### config.mk
export PLATFORM = sky130hd
export DESIGN_NAME = seven_seg_bcd_driver
export DESIGN_NICKNAME = d
export VERILOG_FILES = /design/src/rtl/seven_seg_bcd_driver.sv
export SDC_FILE = /design/constraint.sdc
export NUM_CORES = 1
export LEC_CHECK = 0
export ABC_AREA = 1
export BUFFER_PORTS_ARGS = -buffer_cell sky130_fd_sc_hd__buf_2
export CORE_ASPECT_RATIO = 0.8
export CORE_UTILIZATION = 32
export CTS_BUF_LIST = sky130_fd_sc_hd__clkbuf_16
export DETAILED_ROUTE_END_ITERATION = 8
export PLACE_DENSITY = 0.52
export SLEW_MARGIN = 10
export SYNTH_ARGS = -nofsm -noshare
export SYNTH_HDL_FRONTEND = slang
export SYNTH_SLANG_ARGS = --single-unit
### constraint.sdc
create_clock -name i_clk -period 1.9 [get_ports i_clk]
set_input_delay 0.38 -clock i_clk [delete_from_list [all_inputs] [get_ports i_clk]]
set_output_delay 0.38 -clock i_clk [all_outputs]
set_load 0.01 [all_outputs]
### src/rtl/seven_seg_bcd_driver.sv
// Sequential binary-to-BCD converter (double dabble, one bit per clock) that
// drives DIGITS active-low seven-segment patterns. Optional leading-zero
// blanking; a value needing more than DIGITS digits shows dashes and raises
// o_overflow. All outputs are registered and update together when the
// conversion finishes.
`timescale 1ns/1ps
module seven_seg_bcd_driver #(
  parameter int WIDTH    = 16,
  parameter int DIGITS   = 5,
  parameter bit BLANK_LZ = 1'b1
) (
  input  logic                  i_clk,
  input  logic                  i_rst_n,
  input  logic                  i_start,
  input  logic [WIDTH-1:0]      i_value,
  output logic                  o_busy,
  output logic                  o_done,
  output logic                  o_overflow,
  output logic [7*DIGITS-1:0]   o_seven
);

  localparam int            BW       = 4 * DIGITS;
  localparam int            CW       = (WIDTH > 1) ? $clog2(WIDTH) : 1;
  localparam logic [CW-1:0] CNT_LAST = CW'(WIDTH - 1);
  localparam logic [6:0]    SEG_DARK = 7'b1111111;
  localparam logic [6:0]    SEG_DASH = 7'b0111111;

  typedef enum logic [1:0] {IDLE, SHIFT, LOAD} state_e;

  state_e                state_q, state_d;
  logic [WIDTH-1:0]      value_q, value_d;
  logic [BW-1:0]         bcd_q, bcd_d;
  logic [CW-1:0]         cnt_q, cnt_d;
  logic                  ovf_acc_q, ovf_acc_d;
  logic                  busy_q, busy_d;
  logic                  done_q, done_d;
  logic                  overflow_q, overflow_d;
  logic [7*DIGITS-1:0]   seven_q, seven_d;

  logic [BW-1:0]         bcd_adj;
  logic [7*DIGITS-1:0]   disp;
  logic                  lead_zero;

  function automatic logic [6:0] seg_encode(input logic [3:0] d);
    case (d)
      4'd0:    seg_encode = 7'b1000000;
      4'd1:    seg_encode = 7'b1111001;
      4'd2:    seg_encode = 7'b0100100;
      4'd3:    seg_encode = 7'b0110000;
      4'd4:    seg_encode = 7'b0011001;
      4'd5:    seg_encode = 7'b0010010;
      4'd6:    seg_encode = 7'b0000010;
      4'd7:    seg_encode = 7'b1011000;
      4'd8:    seg_encode = 7'b0000000;
      4'd9:    seg_encode = 7'b0010000;
      default: seg_encode = SEG_DARK;
    endcase
  endfunction

  // Double-dabble correction: every BCD digit of 5 or more gets +3 before the shift.
  always_comb begin
    // NOTE: every variable written here gets a default first, so no path leaves it unassigned and no latch is inferred.
    bcd_adj = bcd_q;
    for (int k = 0; k < DIGITS; k++) begin
      if (bcd_q[4*k +: 4] >= 4'd5) bcd_adj[4*k +: 4] = bcd_q[4*k +: 4] + 4'd3;
    end
  end

  // Segment image of the finished accumulator, scanning from the top digit down for blanking.
  always_comb begin
    disp      = '1;
    lead_zero = BLANK_LZ;
    for (int k = DIGITS - 1; k >= 0; k--) begin
      if ((bcd_q[4*k +: 4] != 4'd0) || (k == 0)) lead_zero = 1'b0;
      if (ovf_acc_q)      disp[7*k +: 7] = SEG_DASH;
      else if (lead_zero) disp[7*k +: 7] = SEG_DARK;
      else                disp[7*k +: 7] = seg_encode(bcd_q[4*k +: 4]);
    end
  end

  // Next-state logic for the IDLE -> SHIFT (WIDTH cycles) -> LOAD sequence.
  always_comb begin
    state_d    = state_q;
    value_d    = value_q;
    bcd_d      = bcd_q;
    cnt_d      = cnt_q;
    ovf_acc_d  = ovf_acc_q;
    busy_d     = busy_q;
    done_d     = 1'b0;
    overflow_d = overflow_q;
    seven_d    = seven_q;
    unique case (state_q)
      IDLE: begin
        if (i_start) begin
          state_d   = SHIFT;
          value_d   = i_value;
          bcd_d     = '0;
          cnt_d     = '0;
          ovf_acc_d = 1'b0;
          busy_d    = 1'b1;
        end
      end
      SHIFT: begin
        bcd_d   = {bcd_adj[BW-2:0], value_q[WIDTH-1]};
        value_d = value_q << 1;
        // A 1 leaving the top digit means the value needs more than DIGITS digits.
        if (bcd_adj[BW-1]) ovf_acc_d = 1'b1;
        cnt_d   = cnt_q + CW'(1);
        if (cnt_q == CNT_LAST) state_d = LOAD;
      end
      LOAD: begin
        state_d    = IDLE;
        busy_d     = 1'b0;
        done_d     = 1'b1;
        overflow_d = ovf_acc_q;
        seven_d    = disp;
      end
      default: state_d = IDLE;
    endcase
  end

  // State and output registers; reset abandons any conversion and darkens the display.
  always_ff @(posedge i_clk or negedge i_rst_n) begin
    if (!i_rst_n) begin
      state_q    <= IDLE;
      value_q    <= '0;
      bcd_q      <= '0;
      cnt_q      <= '0;
      ovf_acc_q  <= 1'b0;
      busy_q     <= 1'b0;
      done_q     <= 1'b0;
      overflow_q <= 1'b0;
      seven_q    <= '1;
    end else begin
      // NOTE: non-blocking assignments make every flop sample the pre-edge values, regardless of statement order.
      state_q    <= state_d;
      value_q    <= value_d;
      bcd_q      <= bcd_d;
      cnt_q      <= cnt_d;
      ovf_acc_q  <= ovf_acc_d;
      busy_q     <= busy_d;
      done_q     <= done_d;
      overflow_q <= overflow_d;
      seven_q    <= seven_d;
    end
  end

  assign o_busy     = busy_q;
  assign o_done     = done_q;
  assign o_overflow = overflow_q;
  assign o_seven    = seven_q;

endmodule
==> impl_metrics.json, run 1 <==
{
  "clock_latency_ns": 0.34,
  "ir_drop_mv": 0.5537,
  "drtPass1Iterations": 6,
  "critical_path_arrival_ns": 1.84,
  "cts_max_path_buffers": 2,
  "synth_top_area_share": 0.2472,
  "wl_per_cell_um": 13.51,
  "tns_ns": 0,
  "cts_resized": 0,
  "core_area_um2": 14250,
  "total_leakage_power_uw": 0.002577,
  "htree_levels": 3,
  "drv_slew": 0,
  "postCtsSetupBuffers": 0,
  "dr_total_vias": 3917,
  "dp_slack_ns": 0.2953,
  "sequentialPowerShare": 0.353,
  "ys_seq_area_frac": 0.4448,
  "critPathMaxStageDelay_ns": 0.45,
  "ys_types": 36,
  "p_int_uw": 4784,
  "cts.clk_slew.worst_paths_ns": 0.06,
  "crit_buf_inv": 2,
  "mostFrequentLayoutCells": "122 x nand2_1, 79 x nor2_1, 60 x o21ai_0",
  "ys_warn_count": 0,
  "max_slew_margin": 0.7256,
  "crit_path_end_kind": "flip-flop",
  "pwr-share-clk": 0.182,
  "max_freq_mhz": 616.2,
  "cts_buffers": 9,
  "required_ns": 2.12,
  "area_growth_pct": 16.04,
  "cp_top_family": "simple AND/OR/NAND/NOR gates",
  "layout_commonest_cell": "nand2_1",
  "cp_slowest_cell": "dfrtp_1",
  "ctsHoldBuffers": 1,
  "grt_pass1_vias": 3659,
  "synth.area.top_cells": "dfrtp_1 25%, dfstp_2 20%, nand2_1 9.8%",
  "setup_viol": 0,
  "synth-seq-cells": 81,
  "fin_nets": 687,
  "worst_slack_ns": 0.2771,
  "std_cell_rows": 39,
  "clock-root-buffer": "clkbuf_16",
  "hold_class": "primary input to flip-flop",
  "critical_path.most_common_cell": "nor2_1",
  "hpwl_mm": 7.810,
  "critPathMaxFanout": 7,
  "period_share": 0.8542,
  "sw_frac_of_total": 0.4438,
  "grt-ovfl-total": 0,
  "syn_inst": 575,
  "drc": 0,
  "grt_pass1_wl_mm": 18.45,
  "nFillCells": 1504,
  "start_util": 0.3267,
  "yosys.area.top_type": "dfrtp_1",
  "portBuffers": 56,
  "io_pins": 57,
  "p_per_area_nw_per_um2": 1592,
  "pwr-share-comb": 0.464,
  "status": "finished clean",
  "drt-initial-drc-count": 216,
  "clock_sinks": 81,
  "cp_cell_sequence": "inv_1 -> ha_1 -> inv_1 -> nor2_1 -> nor2_1 -> nor2_1 -> nand2_1 -> nand3_1 -> o21ai_0",
  "wirelength_mm": 11.11,
  "worstSetupPathType": "flip-flop to flip-flop",
  "ant_nets": 0,
  "dieArea_um2": 15040,
  "hold_viol": 0,
  "cts_tree": "yes",
  "die_w_um": 136.9,
  "grt_usage": 0.1585,
  "antenna_found_initial": 0,
  "rsz0062_at_grt": "no",
  "synth_nets": 629,
  "gp_congestion": 0.8556,
  "maxCapViolations": 0,
  "die_y_um": 109.9,
  "syn_area_per_cell_um2": 8.097,
  "fin_worst_skew_ns": 0.005847,
  "critPathLaunchType": "flip-flop",
  "synthesis.area_um2": 4656,
  "drive_gt1_frac": 0.2210,
  "p_sw_uw": 3817,
  "antenna_cells": 0,
  "period_needed_ns": 1.623,
  "worst_slew_pin_slew_ns": 0.4116,
  "vias_per_cell": 4.765,
  "grt_start_max_net_pins": 36
}
per-stage QoR:
step,cells,area (um2),utilization,total power (uW),hold slack (ns)
CTS,822,5403,0.3792,8676,0.2572
floorplan,575,4656,-,5987,0.08441
detailed placement,805,5136,0.3605,7047,0.3504
finish,822,5403,0.3792,8601,0.2609
global route,822,5403,0.3792,9422,0.2841
global placement,805,5136,0.3605,7016,0.3480
synthesized netlist by cell type (all sizes together):
cell    number
buf         14
a22o         1
inv         53
a21oi       53
nand4        1
o22a         1
nor2        84
nand2      128
dfrtp       46
clkbuf       4
nand3       29
or2          7
dfstp       35
a31oi        2
and3         1
nor3         7
o21ai       66
xor2         1
a22oi        1
ha          35
o22ai        5
o21bai       1
worst paths after layout:
| check | startpoint | end | slack, ns | cells after the start |
|---|---|---|---|---|
| worst max-delay path | bcd_q[4] | bcd_q[5] | 0.28 | 9 |
| worst min-delay path | i_value[0] | value_q[0] | 0.26 | 3 |
| worst max register to register | bcd_q[4] | bcd_q[5] | 0.28 | 9 |
| worst min register to register | o_seven[20] | o_seven[20] | 0.47 | 2 |
| max in group asynchronous | i_rst_n | o_seven[13] | 0.72 | 3 |
| min in group asynchronous | i_rst_n | o_overflow | 0.52 | 2 |
sequential cells by signal (all words and copies together), names as in the netlist:
name        cells
cnt_q           4
o_overflow      1
value_q        16
bcd_q          20
o_seven        35
state_q         2
o_done          1
ovf_acc_q       1
o_busy          1
power by group through the flow:
stage | logic, uW | clock network [uW] | registers [uW]
6_report | 3990 | 1570 | 3040
5_1_grt | 4590 | 1680 | 3150
4_1_cts | 4010 | 1620 | 3040
3_5_place_dp | 3990 | 0 | 3060
3_3_place_gp | 3970 | 0 | 3040
2_1_floorplan | 3050 | 0 | 2940
layer usage:
metal / up-vias / share of wire / global-route usage
met2: 86 / 0.44 / 0.2411
met4: 0 / 0.010 / 0.04788
met1: 1833 / 0.51 / 0.2237
met3: 12 / 0.039 / 0.03504
li1: 1986 / - / -
met5: - / 0 / 0
logic make-up (layout without fill, tap and decap cells):
family                   after synthesis  in the layout  synth area share
AO/OA/AOI/OAI                        130            130            0.1459
XOR/XNOR                               1              1          0.001882
adder cells (fa/ha/maj)               35             35           0.09406
buffers and inverters                 71            134           0.07068
flip-flops                            81             81            0.4448
AND/OR/NAND/NOR                      257            257            0.2427
tightest hold or removal path, delay by kind of cell:
kind / cells / cell delay [ns]
buf+inv: 1 / 0.07
simple gates: 2 / 0.12
final cells by class:
type                    count  area (um2)  area share
repair buffers             65       390.4     0.07226
flip-flops and latches     81        2071      0.3833
well taps                 184       230.2     0.04261
clock inverters             7       31.28    0.005790
clock buffers               9       225.2     0.04169
multi-input cells         423        2256      0.4176
inverters                  53       198.9     0.03682
No activity file was read; power rests on OpenSTA's default activity.
==> inputs of run 2 (changes only) <==
--- a/config.mk
+++ b/config.mk
@@ -7,7 +7,7 @@
 export LEC_CHECK = 0
 export ABC_AREA = 1
 export BUFFER_PORTS_ARGS = -buffer_cell sky130_fd_sc_hd__buf_2
-export CORE_ASPECT_RATIO = 0.8
+export CORE_ASPECT_RATIO = 0.75
 export CORE_UTILIZATION = 32
 export CTS_BUF_LIST = sky130_fd_sc_hd__clkbuf_16
 export DETAILED_ROUTE_END_ITERATION = 8
==> run 2 against run 1 <==
Against the previous run:
- hold slack worse by 0.26 ns
- design area rose by 1.5%
- clock power rose by 23%
- register-to-register slack got worse by 0.04 ns
- flip-flop and latch count stayed put
- clock skew grew 0.0059 ns
- non-clock buffer count is 1 higher
- global-route usage about the same
- power rose by 3.8%
- sequential power hardly changed
- via count decreased by 0.89%
- critical endpoint is now o_seven[12]
==> impl_metrics.json, run 2 (synthesis results as in run 1) <==
{
  "wirelength_mm": 10.94,
  "total_leakage_power_uw": 0.002601,
  "portBuffers": 56,
  "start_util": 0.3341,
  "hold_viol": 0,
  "dieArea_um2": 15040,
  "core_area_um2": 13930,
  "drive_gt1_frac": 0.2269,
  "antenna_cells": 0,
  "crit_path_end_kind": "flip-flop",
  "grt_start_max_net_pins": 36,
  "ir_drop_mv": 0.5795,
  "largest_reg_flops": 35,
  "hold_class": "primary input to asynchronous set/reset pin",
  "clock_latency_ns": 0.35,
  "drtPass1Iterations": 5,
  "grt-ovfl-total": 0,
  "std_cell_rows": 37,
  "max_slew_margin": 0.6579,
  "grt_usage": 0.1584,
  "clock_sinks": 81,
  "vias_per_cell": 4.655,
  "fin_hold_ws_ns": 0.005341,
  "ant_nets": 0,
  "io_pins": 57,
  "cts_max_path_buffers": 2,
  "antenna_found_initial": 0,
  "fin_nets": 688,
  "tns_ns": 0,
  "grt_pass1_wl_mm": 18.86,
  "maxCapViolations": 0,
  "rsz0062_at_grt": "no",
  "htree_levels": 3,
  "gp_congestion": 0.9010,
  "grt_pass1_vias": 3982,
  "die_y_um": 106.5,
  "area_growth_pct": 17.79,
  "max_freq_mhz": 603.0,
  "cts.clk_slew.worst_paths_ns": 0.06,
  "postCtsSetupBuffers": 0,
  "hpwl_mm": 7.816,
  "cts_resized": 0,
  "layout_commonest_cell": "nand2_1",
  "mostFrequentLayoutCells": "122 x nand2_1, 79 x nor2_1, 60 x o21ai_0",
  "drc": 0,
  "worstSetupPathType": "flip-flop to flip-flop",
  "p_per_area_nw_per_um2": 1629,
  "period_needed_ns": 1.658,
  "critical_path_arrival_ns": 1.92,
  "cts_buffers": 9,
  "period_share": 0.8728,
  "die_w_um": 141.3,
  "drt-initial-drc-count": 158,
  "critPathMaxFanout": 7,
  "drv_slew": 0,
  "ctsHoldBuffers": 0,
  "fin_worst_skew_ns": 0.01173,
  "required_ns": 2.16,
  "clock-root-buffer": "clkbuf_16",
  "dr_total_vias": 3882,
  "cts_tree": "yes",
  "status": "finished clean",
  "worst_slew_pin_slew_ns": 0.5132,
  "critPathLaunchType": "flip-flop",
  "wl_per_cell_um": 13.12,
  "setup_viol": 0
}
run 2: layout make-up:
| type | instances | area (um2) |
|---|---|---|
| clock buffer | 10 | 250.2 |
| inverter | 53 | 198.9 |
| tap | 195 | 244.0 |
| sequential | 81 | 2071 |
| multi-input combinational | 423 | 2256 |
| clock inverter | 6 | 81.33 |
| fill | 1450 | 8451 |
| timing repair buffer | 66 | 382.9 |
run 2: worst max-delay path, cell delays in order, from the launching register on:
cell and delay [ns]:
dfrtp_1 0.44, inv_1 0.23, ha_1 0.21, inv_1 0.07, ha_1 0.17, inv_1 0.04
nor2_1 0.03, nor3_1 0.29, a21oi_2 0.09
run 2: report_power, final:
part / internal (uW) / switching [uW]
Sequential: 2450 / 599
Clock: 1220 / 705
Combinational: 1450 / 2510
Total: 5120 / 3810
run 2: worst paths after layout:
check / end / from / slack (ns) / cells past startpoint
setup / recovery: o_seven[12] / bcd_q[4] / 0.24 / 8
hold / removal: value_q[7] / i_rst_n / 0.005 / 1
setup reg to reg: o_seven[12] / bcd_q[4] / 0.24 / 8
hold reg to reg: o_seven[27] / o_seven[27] / 0.47 / 2
max in group asynchronous: o_seven[8] / i_rst_n / 1.23 / 2
min in group i_clk: value_q[0] / i_value[0] / 0.27 / 3
run 2: through the flow:
step                power (uW)  cells  instance area [um2]  worst slack [ns]  utilization
detailed placement        7012    818                 5152            0.2793       0.3698
floorplan                 5987    575                 4656            0.5043            -
global route              9784    834                 5484            0.1274       0.3936
global placement          6984    818                 5152            0.2766       0.3698
finish                    8931    834                 5484            0.2416       0.3936
CTS                       8998    834                 5484            0.2744       0.3936
run 2: metal layers:
layer  share of wire  GRT usage
met5               0          0
met4          0.0088    0.04037
met3           0.042    0.04054
met2            0.43     0.2454
met1            0.52     0.2185
==> inputs of run 3 (changes only) <==
--- a/config.mk
+++ b/config.mk
@@ -7,11 +7,14 @@
 export LEC_CHECK = 0
 export ABC_AREA = 1
 export BUFFER_PORTS_ARGS = -buffer_cell sky130_fd_sc_hd__buf_2
+export CELL_PAD_IN_SITES_DETAIL_PLACEMENT = 1
+export CELL_PAD_IN_SITES_GLOBAL_PLACEMENT = 1
 export CORE_ASPECT_RATIO = 0.75
+export CORE_MARGIN = 3
 export CORE_UTILIZATION = 32
 export CTS_BUF_LIST = sky130_fd_sc_hd__clkbuf_16
 export DETAILED_ROUTE_END_ITERATION = 8
-export PLACE_DENSITY = 0.52
+export PLACE_DENSITY = 0.65
 export SLEW_MARGIN = 10
 export SYNTH_ARGS = -nofsm -noshare
 export SYNTH_HDL_FRONTEND = slang
==> run 3 against run 2 <==
Against the previous run:
- setup slack gained 0.032 ns
- highest routed layer unchanged
- non-clock buffer count is the same
- critical path depth grew 1
- cell count is the same
- largest power group unchanged
==> impl_metrics.json, run 3 (synthesis results as in run 1) <==
{
  "cts_max_path_buffers": 2,
  "worstSetupPathType": "flip-flop to flip-flop",
  "fin_nets": 688,
  "grt_use_met3": 0.03651,
  "drive_gt1_frac": 0.2254,
  "critPathMaxStageDelay_ns": 0.43,
  "largest_reg_flops": 35,
  "status": "finished clean",
  "hold_class": "primary input to flip-flop",
  "die_y_um": 110.5,
  "layout_commonest_cell": "nand2_1",
  "min_to": "value_q[0]",
  "grt_usage": 0.1609,
  "critPathLaunchType": "flip-flop",
  "cts_buffers": 9,
  "std_cell_rows": 37,
  "cp_top_family": "simple AND/OR/NAND/NOR gates",
  "grt-ovfl-total": 0,
  "top_usage_layer": "met2",
  "max_slew_margin": 0.7399,
  "crit_buf_inv": 2,
  "portBuffers": 56,
  "tns_ns": 0,
  "period_needed_ns": 1.627,
  "antenna_found_initial": 0,
  "clock_sinks": 81,
  "grt_use_met1": 0.2253,
  "gp_congestion": 0.8540,
  "worst_slew_pin_slew_ns": 0.3901,
  "mostFrequentLayoutCells": "122 x nand2_1, 79 x nor2_1, 60 x o21ai_0",
  "cts_tree": "yes",
  "period_share": 0.8562,
  "ff2ff_path_depth": 9,
  "maxCapViolations": 0,
  "grt_pass1_vias": 4117,
  "grt_start_max_net_pins": 33,
  "final_cells": 834,
  "area_growth_pct": 17.58,
  "cts.clk_slew.worst_paths_ns": 0.06,
  "rsz0062_at_grt": "no",
  "hpwl_mm": 8.916,
  "wirelength_mm": 12.39,
  "required_ns": 2.12,
  "wl_per_cell_um": 14.86,
  "critical_path.most_common_cell": "nor2_1",
  "drv_slew": 0,
  "dr_total_vias": 3980,
  "r2r-end": "bcd_q[10]",
  "dieArea_um2": 16050,
  "r2r_start": "bcd_q[8]",
  "vias_per_cell": 4.772,
  "drt-initial-drc-count": 174,
  "critPathMaxFanout": 7,
  "drtPass1Iterations": 4,
  "drc": 0,
  "hold_viol": 0,
  "fin_worst_skew_ns": 0.007603,
  "p_per_area_nw_per_um2": 1631,
  "ant_nets": 0,
  "antenna_cells": 0,
  "grt_use_met2": 0.2536,
  "htree_levels": 3,
  "core_area_um2": 13980,
  "cp_slowest_cell": "dfrtp_1",
  "grt_pass1_wl_mm": 21.31,
  "total_leakage_power_uw": 0.002589,
  "setup_viol": 0,
  "die_w_um": 145.3,
  "io_pins": 57,
  "critical_path_arrival_ns": 1.84,
  "start_util": 0.3330,
  "cp_cell_sequence": "inv_1 -> ha_1 -> inv_1 -> nor2_1 -> nor2_1 -> nor2_1 -> nand2_1 -> nand3_1 -> o21ai_0",
  "dpl.cell_count": 817,
  "clock-root-buffer": "clkbuf_16",
  "r2r_slack_ns": 0.27,
  "max_freq_mhz": 614.7,
  "whs_path_depth": 3,
  "crit_path_end_kind": "flip-flop",
  "clock_latency_ns": 0.34,
  "holdCritStartpoint": "i_value[0]",
  "ir_drop_mv": 0.4661
}
[run 3: changes by cell type in the layout (fill, tap and decap cells not counted), sizes merged]
| cell | before | now |
|---|---|---|
| clkinv | 2 | 5 |
| buf | 66 | 65 |
| bufinv | 2 | 1 |
| clkbuf | 10 | 9 |
| clkinvlp | 1 | 0 |
| dlygate4sd3 | 0 | 1 |
[run 3: worst max path at each step]
| stage | startpoint | to | slack, ns | cells past startpoint |
|---|---|---|---|---|
| floorplan | bcd_q[16] | o_seven[32] | 0.50 | 6 |
| global placement | bcd_q[4] | bcd_q[5] | 0.32 | 9 |
| finish | bcd_q[8] | bcd_q[10] | 0.27 | 9 |
| detailed placement | bcd_q[4] | bcd_q[5] | 0.27 | 9 |
| global route | bcd_q[16] | bcd_q[18] | 0.06 | 8 |
| CTS | bcd_q[4] | bcd_q[5] | 0.25 | 9 |
[run 3: worst register-to-register path, stage by stage (launching register included)]
cell and delay, ns:
dfrtp_1 0.43, inv_1 0.22, ha_1 0.22, inv_1 0.08, nor2_1 0.10, nor2_1 0.06, nor2_1 0.16, nand2_1 0.07
nand3_1 0.06, o21ai_0 0.08
[run 3: what timing repair did]
action	in CTS	in global routing
setup buffers	0	0
hold buffers	1	0
resized for setup	0	1
endpoints found under the setup margin	0	1
hold endpoints to repair	23	0
[run 3: layout make-up]
type                    count  area, um2
fillers                  1733       8507
multi-input cells         423       2256
flip-flops and latches     81       2071
repair buffers             66      410.4
well taps                 195      244.0
clock buffers               9      225.2
inverters                  53      198.9
clock inverters             7      68.82
[run 3: per-stage QoR]
step	hold slack (ns)	utilization	area (um2)	total power [uW]	worst slack, ns
floorplan	0.08441	-	4656	5987	0.5043
global placement	0.3430	0.3698	5170	7040	0.3192
detailed placement	0.3405	0.3698	5170	7192	0.2665
CTS	0.2531	0.3915	5474	9048	0.2525
global route	0.2639	0.3915	5474	9850	0.06012
finish	0.2667	0.3915	5474	8929	0.2732
[run 3: routing by layer]
metal | vias to the layer above | share of wire
li1 | 1981 | -
met1 | 1944 | 0.51
met2 | 45 | 0.45
met3 | 10 | 0.032
met4 | 0 | 0.010
met5 | - | 0
[run 3: power breakdown]
group / internal, uW / leakage (uW) / switching, uW
Clock: 1020 / 0.000145 / 754
Sequential: 2450 / 0.000924 / 621
Combinational: 1480 / 0.00152 / 2610
